`src/rtl/stim_gen_lfsr.sv`:
```
// stim_gen_lfsr: multi-channel pseudorandom stimulus generator.
// Each channel owns a 32-bit Galois LFSR; vectors leave on a valid/ready
// handshake with programmable vector count and inter-vector hold gap.
// Optional build macro STIM_GEN_CHECKSUM_EN adds a running XOR checksum
// of every accepted vector (all channels, full 32-bit LFSR words).

module stim_gen_lfsr #(
    parameter int          NUM_CH = 4,
    parameter int          DATA_W = 32,
    parameter int          CNT_W  = 16,
    parameter int          HOLD_W = 8,
    parameter logic [31:0] SEED   = 32'h0000ACE1
) (
    input  logic                     clk,
    input  logic                     reset,
    input  logic                     start,
    input  logic                     stop,
    input  logic                     seed_load,
    input  logic [31:0]              seed_val,
    input  logic [CNT_W-1:0]         num_vectors,
    input  logic [HOLD_W-1:0]        hold_cycles,
    input  logic                     stim_ready,
    output logic [NUM_CH*DATA_W-1:0] stim_data,
    output logic                     stim_valid,
    output logic                     busy,
    output logic                     done,
`ifdef STIM_GEN_CHECKSUM_EN
    output logic [31:0]              checksum,
`endif
    output logic [CNT_W-1:0]         vec_count
);

    localparam logic [31:0] POLY = 32'h80200003;

    typedef enum logic [1:0] {
        S_IDLE = 2'd0,
        S_RUN  = 2'd1,
        S_HOLD = 2'd2,
        S_DONE = 2'd3
    } state_t;

    // Per-channel seed; an all-zero LFSR would lock up, so zero becomes 1.
    function automatic logic [31:0] ch_seed(input logic [31:0] base, input int ch);
        logic [31:0] s;
        s = base ^ (32'(ch) << 24);
        return (s == 32'd0) ? 32'd1 : s;
    endfunction

    // One Galois step: shift right, fold the polynomial in when lsb was set.
    function automatic logic [31:0] lfsr_step(input logic [31:0] x);
        return x[0] ? ((x >> 1) ^ POLY) : (x >> 1);
    endfunction

    state_t              state_q,     state_d;
    logic [31:0]         lfsr_q [NUM_CH];
    logic [31:0]         lfsr_d [NUM_CH];
    logic                valid_q,     valid_d;
    logic                done_q,      done_d;
    logic [CNT_W-1:0]    vec_count_q, vec_count_d;
    logic [CNT_W-1:0]    num_vec_q,   num_vec_d;
    logic [HOLD_W-1:0]   hold_cfg_q,  hold_cfg_d;
    logic [HOLD_W-1:0]   hold_cnt_q,  hold_cnt_d;
`ifdef STIM_GEN_CHECKSUM_EN
    logic [31:0]         csum_q,      csum_d;
    logic [31:0]         vec_xor;
`endif

    logic                accept;
    logic [CNT_W-1:0]    cnt_inc;

    assign accept  = valid_q & stim_ready;
    assign cnt_inc = vec_count_q + CNT_W'(1);

`ifdef STIM_GEN_CHECKSUM_EN
    // XOR of all channel words of the vector currently presented.
    always_comb begin
        vec_xor = 32'd0;
        for (int i = 0; i < NUM_CH; i++) vec_xor = vec_xor ^ lfsr_q[i];
    end
`endif

    // Next-state logic for the FSM, LFSRs, counters and handshake.
    always_comb begin
        // NOTE: every signal gets a default up front so no path leaves it
        // unassigned; otherwise synthesis infers a latch.
        state_d     = state_q;
        valid_d     = valid_q;
        done_d      = done_q;
        vec_count_d = vec_count_q;
        num_vec_d   = num_vec_q;
        hold_cfg_d  = hold_cfg_q;
        hold_cnt_d  = hold_cnt_q;
        for (int i = 0; i < NUM_CH; i++) lfsr_d[i] = lfsr_q[i];
`ifdef STIM_GEN_CHECKSUM_EN
        csum_d      = csum_q;
`endif

        unique case (state_q)
            S_IDLE, S_DONE: begin
                if (stop && state_q == S_DONE) begin
                    // Abort from DONE also wins over a coincident start.
                    state_d = S_IDLE;
                    valid_d = 1'b0;
                    done_d  = 1'b0;
                end else if (!stop) begin
                    // Seed first so a same-cycle start presents the new seed.
                    if (seed_load) begin
                        for (int i = 0; i < NUM_CH; i++) lfsr_d[i] = ch_seed(seed_val, i);
                    end
                    if (start) begin
                        state_d     = S_RUN;
                        valid_d     = 1'b1;
                        done_d      = 1'b0;
                        vec_count_d = '0;
                        num_vec_d   = num_vectors;
                        hold_cfg_d  = hold_cycles;
`ifdef STIM_GEN_CHECKSUM_EN
                        csum_d      = 32'd0;
`endif
                    end
                end
            end

            S_RUN: begin
                if (accept) begin
                    for (int i = 0; i < NUM_CH; i++) lfsr_d[i] = lfsr_step(lfsr_q[i]);
                    vec_count_d = cnt_inc;
`ifdef STIM_GEN_CHECKSUM_EN
                    csum_d      = csum_q ^ vec_xor;
`endif
                    if (stop) begin
                        state_d = S_IDLE;
                        valid_d = 1'b0;
                    end else if (num_vec_q != '0 && cnt_inc == num_vec_q) begin
                        state_d = S_DONE;
                        valid_d = 1'b0;
                        done_d  = 1'b1;
                    end else if (hold_cfg_q != '0) begin
                        state_d    = S_HOLD;
                        valid_d    = 1'b0;
                        hold_cnt_d = hold_cfg_q;
                    end
                end else if (stop) begin
                    state_d = S_IDLE;
                    valid_d = 1'b0;
                end
            end

            S_HOLD: begin
                if (stop) begin
                    state_d = S_IDLE;
                    valid_d = 1'b0;
                end else if (hold_cnt_q == HOLD_W'(1)) begin
                    state_d = S_RUN;
                    valid_d = 1'b1;
                end else begin
                    hold_cnt_d = hold_cnt_q - HOLD_W'(1);
                end
            end

            default: begin
                state_d = S_IDLE;
                valid_d = 1'b0;
            end
        endcase
    end

    // State registers; async reset returns every LFSR to its default seed.
    always_ff @(posedge clk or posedge reset) begin
        if (reset) begin
            state_q     <= S_IDLE;
            valid_q     <= 1'b0;
            done_q      <= 1'b0;
            vec_count_q <= '0;
            num_vec_q   <= '0;
            hold_cfg_q  <= '0;
            hold_cnt_q  <= '0;
            // NOTE: the LFSR array is reset like any other register because
            // its reset contents are architecturally visible on stim_data.
            for (int i = 0; i < NUM_CH; i++) lfsr_q[i] <= ch_seed(SEED, i);
`ifdef STIM_GEN_CHECKSUM_EN
            csum_q      <= 32'd0;
`endif
        end else begin
            // NOTE: non-blocking assignments so every flop samples the
            // pre-edge values, independent of statement order.
            state_q     <= state_d;
            valid_q     <= valid_d;
            done_q      <= done_d;
            vec_count_q <= vec_count_d;
            num_vec_q   <= num_vec_d;
            hold_cfg_q  <= hold_cfg_d;
            hold_cnt_q  <= hold_cnt_d;
            for (int i = 0; i < NUM_CH; i++) lfsr_q[i] <= lfsr_d[i];
`ifdef STIM_GEN_CHECKSUM_EN
            csum_q      <= csum_d;
`endif
        end
    end

    // Channel outputs are the low DATA_W bits of each LFSR, in every state.
    for (genvar g = 0; g < NUM_CH; g++) begin : g_ch
        assign stim_data[g*DATA_W +: DATA_W] = lfsr_q[g][DATA_W-1:0];
    end

    assign stim_valid = valid_q;
    assign done       = done_q;
    assign vec_count  = vec_count_q;
    assign busy       = (state_q == S_RUN) || (state_q == S_HOLD);
`ifdef STIM_GEN_CHECKSUM_EN
    assign checksum   = csum_q;
`endif

endmodule
```
`config.mk`:
```
export PLATFORM = sky130hd
export DESIGN_NAME = stim_gen_lfsr
export DESIGN_NICKNAME = d
export VERILOG_FILES = /design/src/rtl/stim_gen_lfsr.sv
export SDC_FILE = /design/constraint.sdc
export NUM_CORES = 1
export LEC_CHECK = 0
export CORE_MARGIN = 2
export CORE_UTILIZATION = 54
export DETAILED_ROUTE_END_ITERATION = 7
export PLACE_DENSITY = 0.9
export SETUP_SLACK_MARGIN = 0.5
export SLEW_MARGIN = 20
export SYNTH_ARGS = -nofsm -noshare
export SYNTH_HDL_FRONTEND = slang
export SYNTH_SLANG_ARGS = --single-unit
```
`constraint.sdc`:
```
create_clock -name clk -period 9.7 [get_ports clk]
set_input_delay 1.455 -clock clk [delete_from_list [all_inputs] [get_ports clk]]
set_output_delay 1.455 -clock clk [all_outputs]
set_load 0.05 [all_outputs]
```
## Yosys cells after proc, flatten, opt, wreduce, memory -nomap -nowiden

Index checks and enable logic that the tools add are counted.

| operators by class | value |
|---|---|
| add/subtract/negate cells | 2 |
| equal/unequal tests | 21 |
| muxes and demuxes | 54 |
| bitwise gates (word level) | 10 |
| reductions and logical operators | 19 |

Operator list:

| cell | count |
|---|---|
| $mux 128 | 4 |
| $mux 32 | 8 |
| $pmux 128 s2 | 1 |
| $logic_not 32->1 | 4 |
| $mux 16 | 4 |
| $mux 8 | 6 |
| $pmux 16 s2 | 1 |
| $ne 2x2->1 const B | 11 |
| $mux 2 | 10 |
| $add 16x1->16 const B | 1 |
| $eq 16x16->1 | 1 |
| $mux 1 | 16 |
| $not 3->4 | 4 |
| $pmux 8 s2 | 1 |
| $reduce_bool 16->1 | 1 |
| $reduce_and 5->1 | 3 |
| $ne 3x3->1 const B | 4 |
| $eq 8x1->1 const B | 1 |
| $reduce_bool 8->1 | 1 |
| $sub 8x1->8 const B | 1 |
| $reduce_and 7->1 | 1 |
| $pmux 2 s3 | 1 |
| $reduce_and 6->1 | 1 |
| $eq 2x2->1 const B | 2 |
| 13 further kinds | 18 |

| storage, ports and cells | value |
|---|---|
| register bits after elaboration | 180 |
| input port bits | 62 |
| word-level logic and storage cells | 117 |

## Depth between registers and ports, before layout

Gate-level depths: netlist of the first run.

| logic depth | value |
|---|---|
| word-level depth | 7 |
| depth in mapped cells | 11 |
| depth with buffers taken out | 9 |

## Worst setup path after synthesis of the first run

Ideal clock, no wire load.

| path | value |
|---|---|
| path type | input-to-reg |
| from | input port stop |
| to | register lfsr_q (netlist bit stim_data[56]) |
| setup time | 0.091 ns |
| data arrival time | 2.940 ns |
| path slack | 6.669 ns |
| cell stages on the path | 8 |
| cell sequence | clkbuf_1 > o21ai_0 > nand2_1 > clkbuf_1 > clkbuf_1 > buf_1 > nand2_1 > o31ai_1 |

| on the way | value |
|---|---|
| longest elaborated chain between the ends | 3 |
| elaborated cells between the ends (all ways) | 4 |
| classes of those cells | eq/ne: 2; reduce/logical: 2 |

RTL lines:

| element | line | RTL |
|---|---|---|
| start, declared | 17 | `input logic stop,` |
| $logic_and 1x1->1 | 100 | `if (stop && state_q == S_DONE) begin` |
| $ne 2x2->1 (no line) | n/a |  |
| $reduce_and 5->1 (no line) (*) | n/a |  |
| end, declared | 55 | `logic [31:0] lfsr_q [NUM_CH];` |

Mark *: on every way between the ends. The rest lies on a longest branch, timed or not.
A chain may end at the register's enable or synchronous reset.

## Final worst setup path of the first run

| path | value |
|---|---|
| from | input port stop |
| to | register lfsr_q (netlist bit stim_data[110]) |

Same word-level chain as after synthesis.

==> metrics.md, run 1 <==
| Metric | Value |
|---|---|
| Status | `finished clean` |
| Die height | `132.0 µm` |
| CP startpoint | `stop` |
| Hold_sp | `stim_data[70]$_DFFE_PP1P_` |
| Syn Area/Cell | `9.395 µm²` |
| DRC Markers | `0` |
| Crit Path Max Fanout | `142` |
| TritonRoute pass-1 iters | `5` |
| Post-DRT Antenna Nets | `0` |
| Reg2Reg Depth | `8` |
| Largest net degree at the start of global routing | `143` |
| Pwr per Cell Area | `419.6 nW/µm²` |
| Final Cycle Share | `39.40%` |
| Final hold violation count | `0` |
| Post-CTS Resized | `0` |
| DIE AREA | `17410 µm²` |
| Synth cell types | `67` |
| Initial drt markers | `617` |
| Clock transition at path regs | `0.07 ns` |
| Seq/Total Area, Yosys | `51.46%` |
| Setup Fix Bufs, Post-CTS | `0` |
| Fill cell count | `1148` |
| Fmax | `261.7 MHz` |
| Global route overflow | `0` |
| Post-synthesis mux area share | `4.104%` |
| Yosys reg bits | `180` |
| Initial Utilization | `55.45%` |
| Worst EP arrival | `4.09 ns` |
| Clock Skew | `0.01240 ns` |
| CTS tree | `done` |
| WL/cell | `18.18 µm` |
| Top_reg_cell synth | `dfrtp_1` |
| Syn Inst Count | `941` |
| WL final | `24.27 mm` |
| Max Slew Vio Count | `0` |
| ANT cells | `0` |
| Hold Path Stages | `2` |
| Via count | `7778` |
| Crit path time final | `3.822 ns` |
| Routability cong. | `0.8749` |
| CTS Buf Count | `17` |
| Area fraction in compound gates after synthesis | `21.12%` |
| I/O pin count | `209` |
| R2r startpoint | `state_q[1]$_DFFE_PP0P_` |
| Adder-cell share of the synthesized area | `0.8491%` |
| Worst skew pair latency | `0.44 ns` |
| Startpoint types | `input pin` |
| CP endpoint kind | `register` |
| Port bufs | `208` |
| Syn-to-layout area delta | `31.12%` |
| Slew @ Worst Pin | `1.003 ns` |
| RSZ-0062 raised after global routing | `no` |
| Initial antenna violation count | `0` |
| Max cap viols | `0` |
| Commonest non-fill, non-tap cell in the layout | `clkdlybuf4s50_1` |
| Core area | `15940 µm²` |
| Rel. slew slack | `32.96%` |
| Hold buffers post-CTS | `0` |
| Combinational family with the most area after synthesis | `compound AO/OA/AOI/OAI gates` |
| Fin nets | `1174` |
| Power Total | `4864 µW` |
| XOR/XNOR Fraction of Synth Area | `3.142%` |
| Setup TNS | `0 ns` |
| Crit path kind | `in2reg` |
| LEAKAGE | `0.004729 µW` |
| Vias per cell | `5.826` |
| Worst Hold Class | `reg2reg` |
| Setup violations, final | `0` |
| Rows | `46` |
| Asr flop ratio synth | `100.0%` |
| Most frequent cells in the layout | `clkdlybuf4s50_1 (208), nand2_1 (145), dfrtp_1 (144)` |
| Worst hold endpoint | `stim_data[70]$_DFFE_PP1P_` |
| Area of the mapped netlist | `8841 µm²` |
| YS warnings | `0` |
| First-pass GRT wire length | `39.43 mm` |
| Die Span X | `132.0 µm` |
| Clk root buf | `clkbuf_16` |
| R2R Setup Slk | `6.09 ns` |
| Syn_nets | `1009` |
| Simple-gate portion of the synthesized area | `15.91%` |
| CTS max path bufs | `2` |
| VDD IR-drop max | `0.0002846 V` |
| Final core occ | `72.71%` |
| DP HPWL | `16.74 mm` |
| Post-synth EDFFs | `0` |
| Worst Path Required | `9.97 ns` |
| GRT Overall Usage | `28.33%` |
| Number of global-route vias before repair | `7452` |
| FF-to-FF End | `stim_data[33]$_DFFE_PP0P_` |
| # clock sinks | `180` |
| Share of post-route cells with drive strength above 1 | `10.55%` |
| WHS | `0.4895 ns` |
| # H-tree levels | `4` |
-- Yosys cell counts, drive strengths merged (11+ instances only) --
cell | number | share of area, %
dfrtp | 144 | 41
inv | 11 | 0.47
a21oi | 126 | 7.2
nand2 | 146 | 6.2
mux2 | 26 | 3.3
nor2b | 35 | 2.5
nor3 | 11 | 0.68
nor2 | 29 | 1.2
dfstp | 36 | 11
xnor2 | 20 | 2.0
nor4 | 18 | 1.7
buf | 12 | 0.67
nand3 | 13 | 0.93
clkbuf | 53 | 2.3
o21ai | 145 | 8.3
-- through the flow --
step	std cells	cell area (µm²)	worst slack (ns)
2_1_floorplan	941	8841	3.418
3_3_place_gp	1303	10980	5.309
3_5_place_dp	1303	10980	5.197
4_1_cts	1335	11580	5.648
5_1_grt	1335	11590	5.592
6_report	1335	11590	5.878
-- sequential cells by signal (all words and copies together) (netlist names) --
register and flops:
stim_valid 1, state_q 2, vec_count 16, hold_cnt_q 8, num_vec_q 16, stim_data 128, hold_cfg_q 8, done 1
-- metal layers --
metal | vias up | global-route usage (%) | routed length [µm]
met5 | - | 0 | 0
met4 | 0 | 14.37 | 1097
met3 | 74 | 6.574 | 1531
met2 | 288 | 44.33 | 11520
met1 | 3752 | 37.10 | 10110
li1 | 3664 | - | -
-- worst max-delay path, stage by stage --
cell             delay [ns]
clkdlybuf4s50_1        0.63
o21ai_0                0.32
nand2_8                0.59
buf_4                  0.78
o21ai_0                0.24
-- power by group --
part | internal [µW] | switching (µW) | leakage (µW)
combinational | 881 | 1790 | 0.00225
clock | 397 | 303 | 0.000292
sequential | 1150 | 342 | 0.00219
total | 2420 | 2440 | 0.00473
-- worst max path at each step --
| stage | endpoint | slack, ns | cells after the start |
|---|---|---|---|
| after floorplan | done$_DFFE_PP0P_ | 3.42 | 1 |
| after global placement | stim_data[33]$_DFFE_PP0P_ | 5.31 | 6 |
| after detailed placement | stim_data[110]$_DFFE_PP0P_ | 5.20 | 5 |
| after CTS | stim_data[30]$_DFFE_PP0P_ | 5.65 | 5 |
| after global routing | stim_data[30]$_DFFE_PP0P_ | 5.59 | 5 |
| final | stim_data[110]$_DFFE_PP0P_ | 5.88 | 5 |
-- logic make-up after synthesis --
| kind of cell | after synthesis |
|---|---|
| AND/OR/NAND/NOR | 283 |
| adder cells (fa/ha/maj) | 6 |
| multiplexers | 33 |
| flip-flops | 180 |
| AO/OA/AOI/OAI | 332 |
| buffers and inverters | 77 |
| XOR/XNOR | 30 |
-- area by class of cell --
| type | instances | area [µm²] | area share [%] |
|---|---|---|---|
| flip-flops and latches | 180 | 4549 | 39.24 |
| inverters | 12 | 52.55 | 0.4533 |
| repair buffers | 211 | 2105 | 18.15 |
| multi-input cells | 684 | 4018 | 34.66 |
| clock buffers | 19 | 452.9 | 3.907 |
| clock inverters | 13 | 145.1 | 1.252 |
| well taps | 216 | 270.3 | 2.331 |
Power figures use the tool's default switching activity.
==> inputs of run 2 (changes only) <==
- CORE_UTILIZATION: 54 -> 46
- PLACE_DENSITY: 0.9 -> 0.82
- clock period: 9.7 -> 3.45 ns (I/O delays scaled with it)
==> run 2 against run 1 <==
Net effect:
- final cell count grew 2.2%
- register-to-register slack got worse by 5.4 ns
- global-route usage is 4.3 points lower
- largest cell class unchanged
- highest routed layer unchanged
==> metrics.md, run 2 (synthesis results as in run 1) <==
| Metric | Value |
|---|---|
| # H-tree levels | `4 (unchanged)` |
| Most frequent cells in the layout | `clkdlybuf4s50_1 (208), nand2_1 (145), dfrtp_1 (144)` |
| CTS Buf Count | `17 (unchanged)` |
| Max reg flops | `128 (unchanged)` |
| Syn-to-layout area delta | `32.81%` |
| Dpl ws | `0.6032 ns (-4.594 ns)` |
| Startpoint types | `register` |
| GRT Overall Usage | `23.98% (-4.3 points)` |
| Status | `finished clean` |
| Final hold violation count | `0 (unchanged)` |
| Setup violations, final | `0 (unchanged)` |
| Fin nets | `1185 (+0.94%)` |
| LEAKAGE | `0.004771 µW (+0.89%)` |
| Initial drt markers | `419 (-32%)` |
| Max cap viols | `0 (unchanged)` |
| # clock sinks | `180 (unchanged)` |
| WL final | `24.39 mm (+0.51%)` |
| DP HPWL | `17.23 mm (+2.9%)` |
| Initial Utilization | `47.11% (-8.3 points)` |
| Global route overflow | `0 (unchanged)` |
| Slew @ Worst Pin | `0.7838 ns (-0.2193 ns)` |
| Clk root buf | `clkbuf_16` |
| Final setup margin | `0.6139 ns (-5.265 ns)` |
| Routability cong. | `0.8950 (+2.3%)` |
| Via count | `7645 (-1.7%)` |
| RSZ-0062 raised after global routing | `no` |
| Commonest non-fill, non-tap cell in the layout | `clkdlybuf4s50_1` |
| ANT cells | `0 (unchanged)` |
| First-pass GRT wire length | `38.61 mm (-2.1%)` |
| Pwr per Cell Area | `1163 nW/µm² (+180%)` |
| Rows | `50 (+8.7%)` |
| Post-DRT Antenna Nets | `0 (unchanged)` |
| Number of global-route vias before repair | `7319 (-1.8%)` |
| Crit path time final | `2.836 ns` |
| Die height | `142.6 µm (+8.1%)` |
| Final Cycle Share | `82.21%` |
| Clock transition at path regs | `0.07 ns (about the same)` |
| Rel. slew slack | `47.74% (+15 points)` |
| CTS max path bufs | `2 (unchanged)` |
| Vias per cell | `5.605 (-3.8%)` |
| Setup TNS | `0 ns (unchanged)` |
| Fmax | `352.6 MHz` |
| DRC Markers | `0 (unchanged)` |
| Port bufs | `208 (unchanged)` |
| Crit Path Max Fanout | `7 (-95%)` |
| Max Slew Vio Count | `0 (unchanged)` |
| Largest net degree at the start of global routing | `158 (+10%)` |
| Core area | `18770 µm² (+18%)` |
| Fill cell count | `1546 (+35%)` |
| CTS tree | `done` |
| Die Span X | `142.6 µm (+8.1%)` |
| Initial antenna violation count | `0 (unchanged)` |
| I/O pin count | `209 (unchanged)` |
| Final core occ | `62.56% (-10 points)` |
| Worst Hold Class | `reg2reg` |
| TritonRoute pass-1 iters | `7 (+2)` |
| WHS | `0.4896 ns (+0.00009000 ns)` |
| VDD IR-drop max | `0.0007011 V (+150%)` |
| WL/cell | `17.88 µm (-1.6%)` |
| Worst skew pair latency | `0.44 ns (about the same)` |
| CP endpoint kind | `primary output` |
| Worst Path Required | `2.93 ns (-7.04 ns)` |
| Share of post-route cells with drive strength above 1 | `11.33% (+0.78 points)` |
| DIE AREA | `20340 µm² (+17%)` |
| Clock Skew | `0.01741 ns (+0.005012 ns)` |
| Worst EP arrival | `2.32 ns (-1.77 ns)` |
| Crit path kind | `reg2out` |
[run 2: changes by cell type in the layout (fill, tap and decap cells not counted), sizes merged]
cell    before  now
buf          3   14
bufinv       2    0
clkbuf      19   18
clkinv       6    5
inv         15   19
[run 2: layout make-up]
cell class	instances	area [µm²]	share of cell area [%]
clock buffer	18	429.2	3.655
timing repair buffer	222	2250	19.16
sequential	180	4549	38.75
inverter	12	48.80	0.4156
multi-input combinational	684	4018	34.22
tap	234	292.8	2.494
clock inverter	14	153.9	1.311
[run 2: per-layer routing]
| layer | up-vias | part of all wire [%] | global-route usage, % | routed length, µm |
|---|---|---|---|---|
| li1 | 3686 | - | - | - |
| met1 | 3667 | 43 | 32.09 | 10600 |
| met2 | 247 | 48 | 37.78 | 11620 |
| met3 | 45 | 5.7 | 5.332 | 1393 |
| met4 | 0 | 3.2 | 10.27 | 778 |
| met5 | - | 0 | 0 | 0 |
[run 2: worst paths after layout]
| path | startpoint | slack, ns | end | cells past startpoint |
|---|---|---|---|---|
| setup reg to reg | vec_count[0]$_DFFE_PP0P_ | 0.70 | state_q[1]$_DFFE_PP0P_ | 8 |
| max in group asynchronous | reset | 2.05 | stim_data[45]$_DFFE_PP1P_ | 3 |
| setup / recovery | state_q[0]$_DFFE_PP0P_ | 0.61 | busy | 4 |
| hold / removal | stim_data[71]$_DFFE_PP1P_ | 0.49 | stim_data[71]$_DFFE_PP1P_ | 2 |
| min in group asynchronous | reset | 0.54 | stim_data[122]$_DFFE_PP0P_ | 2 |
| hold reg to reg | stim_data[71]$_DFFE_PP1P_ | 0.49 | stim_data[71]$_DFFE_PP1P_ | 2 |
[run 2: where the power goes]
group | switching [µW] | internal, µW | total [µW]
clock network | 928 | 973 | 1900
logic | 5030 | 2560 | 7590
registers | 951 | 3220 | 4170
[run 2: worst max-delay path, stage by stage (launching register included)]
cell and delay (ns):
dfrtp_1 0.44, inv_1 0.07, ha_1 0.39, inv_1 0.18, clkdlybuf4s50_1 0.83
[run 2: timing repair]
item                       4_1_cts  5_1_grt
resized for setup                0        1
hold buffers                     0        0
setup endpoints to repair        0        9
buffers inserted                 0        3
[run 2: stage by stage]
step           cell area [µm²]  std cells  total power (µW)
2_1_floorplan             8845        941              9267
3_3_place_gp             11130       1329             11580
3_5_place_dp             11130       1329             11760
4_1_cts                  11710       1361             13720
5_1_grt                  11740       1364             14490
6_report                 11740       1364             13660
==> inputs of run 3 (changes only) <==
- CORE_UTILIZATION: 46 -> 50
- PLACE_DENSITY: 0.82 -> 0.84
- clock period: 3.45 -> 2.7 ns (I/O delays scaled with it)
==> run 3 against run 2 <==
Net effect:
- global-route usage is 3.0 points higher
- worst setup slack lost 0.40 ns
- utilization is 7.5 points higher
- largest power group unchanged
- via count is 3.9% higher
- highest routed layer unchanged
- register-to-register slack got worse by 0.49 ns
- sequential power rose by 27%
- flip-flop and latch count stayed put
==> metrics.md, run 3 (synthesis results as in run 1) <==
| Metric | Value |
|---|---|
| Global route overflow | `0 (unchanged)` |
| Final std cells w/o fill | `1377 (+0.95%)` |
| GRT Overall Usage | `26.96% (+3.0 points)` |
| Worst Hold Class | `in2async` |
| Number of global-route vias before repair | `7536 (+3.0%)` |
| RSZ-0062 raised after global routing | `yes` |
| Power Total | `17940 µW (+31%)` |
| Final setup margin | `0.2138 ns (-0.4001 ns)` |
| Share of post-route cells with drive strength above 1 | `15.97% (+4.6 points)` |
| DP HPWL | `17.45 mm (+1.3%)` |
| Core area | `17300 µm² (-7.8%)` |
| DIE AREA | `18760 µm² (-7.8%)` |
| Final core occ | `70.04% (+7.5 points)` |
| CP max-delay cell | `dfrtp_2` |
| Final hold violation count | `0 (unchanged)` |
| VDD IR-drop max | `0.0009463 V (+35%)` |
| Initial antenna violation count | `0 (unchanged)` |
| Wire length on met1 | `10.55 mm (-0.49%)` |
| # clock sinks | `180 (unchanged)` |
| Via count | `7940 (+3.9%)` |
| CP endpoint kind | `register` |
| Slew @ Worst Pin | `0.7690 ns (-0.01485 ns)` |
| Top sig layer | `met4` |
| Fin nets | `1207 (+1.9%)` |
| Multi-input combinational cell area | `4197 µm² (+4.5%)` |
| Status | `finished clean` |
| Register area | `4561 µm² (+0.25%)` |
| Startpoint types | `register` |
| Routed met2 length | `12.49 mm (+7.6%)` |
| DRC Markers | `0 (unchanged)` |
| Rows | `48 (-4.0%)` |
| Crit path time final | `2.486 ns` |
| Setup TNS | `0 ns (unchanged)` |
| Metal3 WL | `1.743 mm (+25%)` |
| Die Span X | `137.0 µm (-4.0%)` |
| Cell Count Post-Placement | `1330 (+0.075%)` |
| Most frequent cells in the layout | `clkdlybuf4s50_1 (163), nand2_1 (143), o21ai_0 (142)` |
| Vias per cell | `5.766 (+2.9%)` |
| Clock transition at path regs | `0.08 ns (about the same)` |
| Crit Path Max Fanout | `8 (+1)` |
| Max Slew Vio Count | `0 (unchanged)` |
| Dpl ws | `0.005893 ns (-0.5973 ns)` |
| Post-DRT Antenna Nets | `0 (unchanged)` |
| Fill cell count | `1279 (-17%)` |
| Initial drt markers | `661 (+58%)` |
| Setup violations, final | `0 (unchanged)` |
| Final Cycle Share | `92.08%` |
| Die height | `137.0 µm (-4.0%)` |
| LEAKAGE | `0.005123 µW (+7.4%)` |
| Port bufs | `208 (unchanged)` |
| Clock Skew | `0.01576 ns (-0.001652 ns)` |
| Fmax | `402.2 MHz` |
| Worst EP arrival | `2.80 ns (+0.48 ns)` |
| Pwr per Cell Area | `1481 nW/µm² (+27%)` |
| Largest net degree at the start of global routing | `158 (unchanged)` |
| CTS max path bufs | `2 (unchanged)` |
| I/O pin count | `209 (unchanged)` |
| Routability cong. | `0.8682 (-3.0%)` |
| Worst Path Required | `3.02 ns (+0.09 ns)` |
| Max cap viols | `0 (unchanged)` |
| Initial Utilization | `51.11% (+4.0 points)` |
| CP peak stage delay | `0.45 ns (-0.38 ns)` |
| Crit path kind | `reg2reg` |
| Max reg flops | `128 (unchanged)` |
| WL final | `25.61 mm (+5.0%)` |
| Clk root buf | `clkbuf_16` |
| Worst skew pair latency | `0.44 ns (about the same)` |
| Hold buffers post-CTS | `0 (unchanged)` |
| WL/cell | `18.60 µm (+4.0%)` |
| # H-tree levels | `4 (unchanged)` |
| Commonest non-fill, non-tap cell in the layout | `clkdlybuf4s50_1` |
| CP Cell Sequence | `xor2_2, nor4bb_2, o221ai_1, nor4_2, nand4_4, buf_6, o211a_1, o22a_1` |
| TritonRoute pass-1 iters | `7 (unchanged)` |
| Syn-to-layout area delta | `37.02%` |
| Rel. slew slack | `48.54% (+0.80 points)` |
| CTS Buf Count | `17 (unchanged)` |
| ANT cells | `0 (unchanged)` |
| CTS tree | `done` |
| First-pass GRT wire length | `39.42 mm (+2.1%)` |
run 3: changes by cell type in the layout (fill, tap and decap cells not counted), sizes merged:
| cell | previous run | this run |
|---|---|---|
| clkdlybuf4s50 | 208 | 163 |
| dlygate4sd2 | 0 | 37 |
| buf | 14 | 36 |
| dlymetal6s2s | 0 | 7 |
| bufinv | 0 | 3 |
| clkinv | 5 | 2 |
| inv | 19 | 16 |
| clkinvlp | 2 | 4 |
| clkbuf | 18 | 19 |
| nand2 | 146 | 147 |
run 3: what timing repair did:
item / in CTS / in global routing
setup endpoints to repair: 82 / 108
pin swaps: 12 / 12
gates cloned: 0 / 1
gates resized for setup: 74 / 21
setup buffers: 8 / 6
run 3: final cells by class:
type / count / area share (%)
Clock buffer: 19 / 3.656
Clock inverter: 13 / 1.549
Inverter: 12 / 0.4338
Multi-Input combinational cell: 685 / 34.64
Sequential cell: 180 / 37.65
Tap cell: 225 / 2.324
Timing Repair Buffer: 243 / 19.75
run 3: routing by layer:
| layer | GRT usage (%) | up-vias |
|---|---|---|
| met2 | 43.48 | 306 |
| met5 | 0 | - |
| met1 | 35.16 | 3844 |
| met3 | 6.815 | 64 |
| met4 | 10.02 | 0 |
| li1 | - | 3726 |
run 3: per-stage QoR:
step | instance area, µm² | hold slack (ns)
2_1_floorplan | 8886 | 0.4574
3_3_place_gp | 11220 | 0.4691
3_5_place_dp | 11220 | 0.4747
4_1_cts | 11990 | 0.3263
5_1_grt | 12110 | 0.3349
6_report | 12110 | 0.3268
run 3: critical path, delay by kind of cell (launching register included):
kind                      cells  cell delay (ns)
AOI/OAI and AO/OA             3             0.57
buffers and inverters         1             0.21
xor gates and xnor gates      1             0.17
DFF                           1             0.45
and+or+nand+nor               3             0.97
run 3: final timing paths:
| kind | startpoint | to | slack (ns) | depth (start not counted) |
|---|---|---|---|---|
| max | vec_count[12]$_DFFE_PP0P_ | hold_cnt_q[4]$_DFFE_PP0P_ | 0.21 | 8 |
| min | reset | stim_data[115]$_DFFE_PP0P_ | 0.33 | 2 |
| max reg2reg | vec_count[12]$_DFFE_PP0P_ | hold_cnt_q[4]$_DFFE_PP0P_ | 0.21 | 8 |
| min reg2reg | stim_data[89]$_DFFE_PP1P_ | stim_data[89]$_DFFE_PP1P_ | 0.49 | 2 |
| max in group asynchronous | reset | vec_count[12]$_DFFE_PP0P_ | 1.52 | 3 |
| min in group clk | stim_data[89]$_DFFE_PP1P_ | stim_data[89]$_DFFE_PP1P_ | 0.49 | 2 |
run 3: report_power, final:
part / leakage, µW / internal, µW / switching, µW
logic: 0.00265 / 3310 / 6680
clock network: 0.000302 / 1520 / 1130
registers: 0.00217 / 4110 / 1190
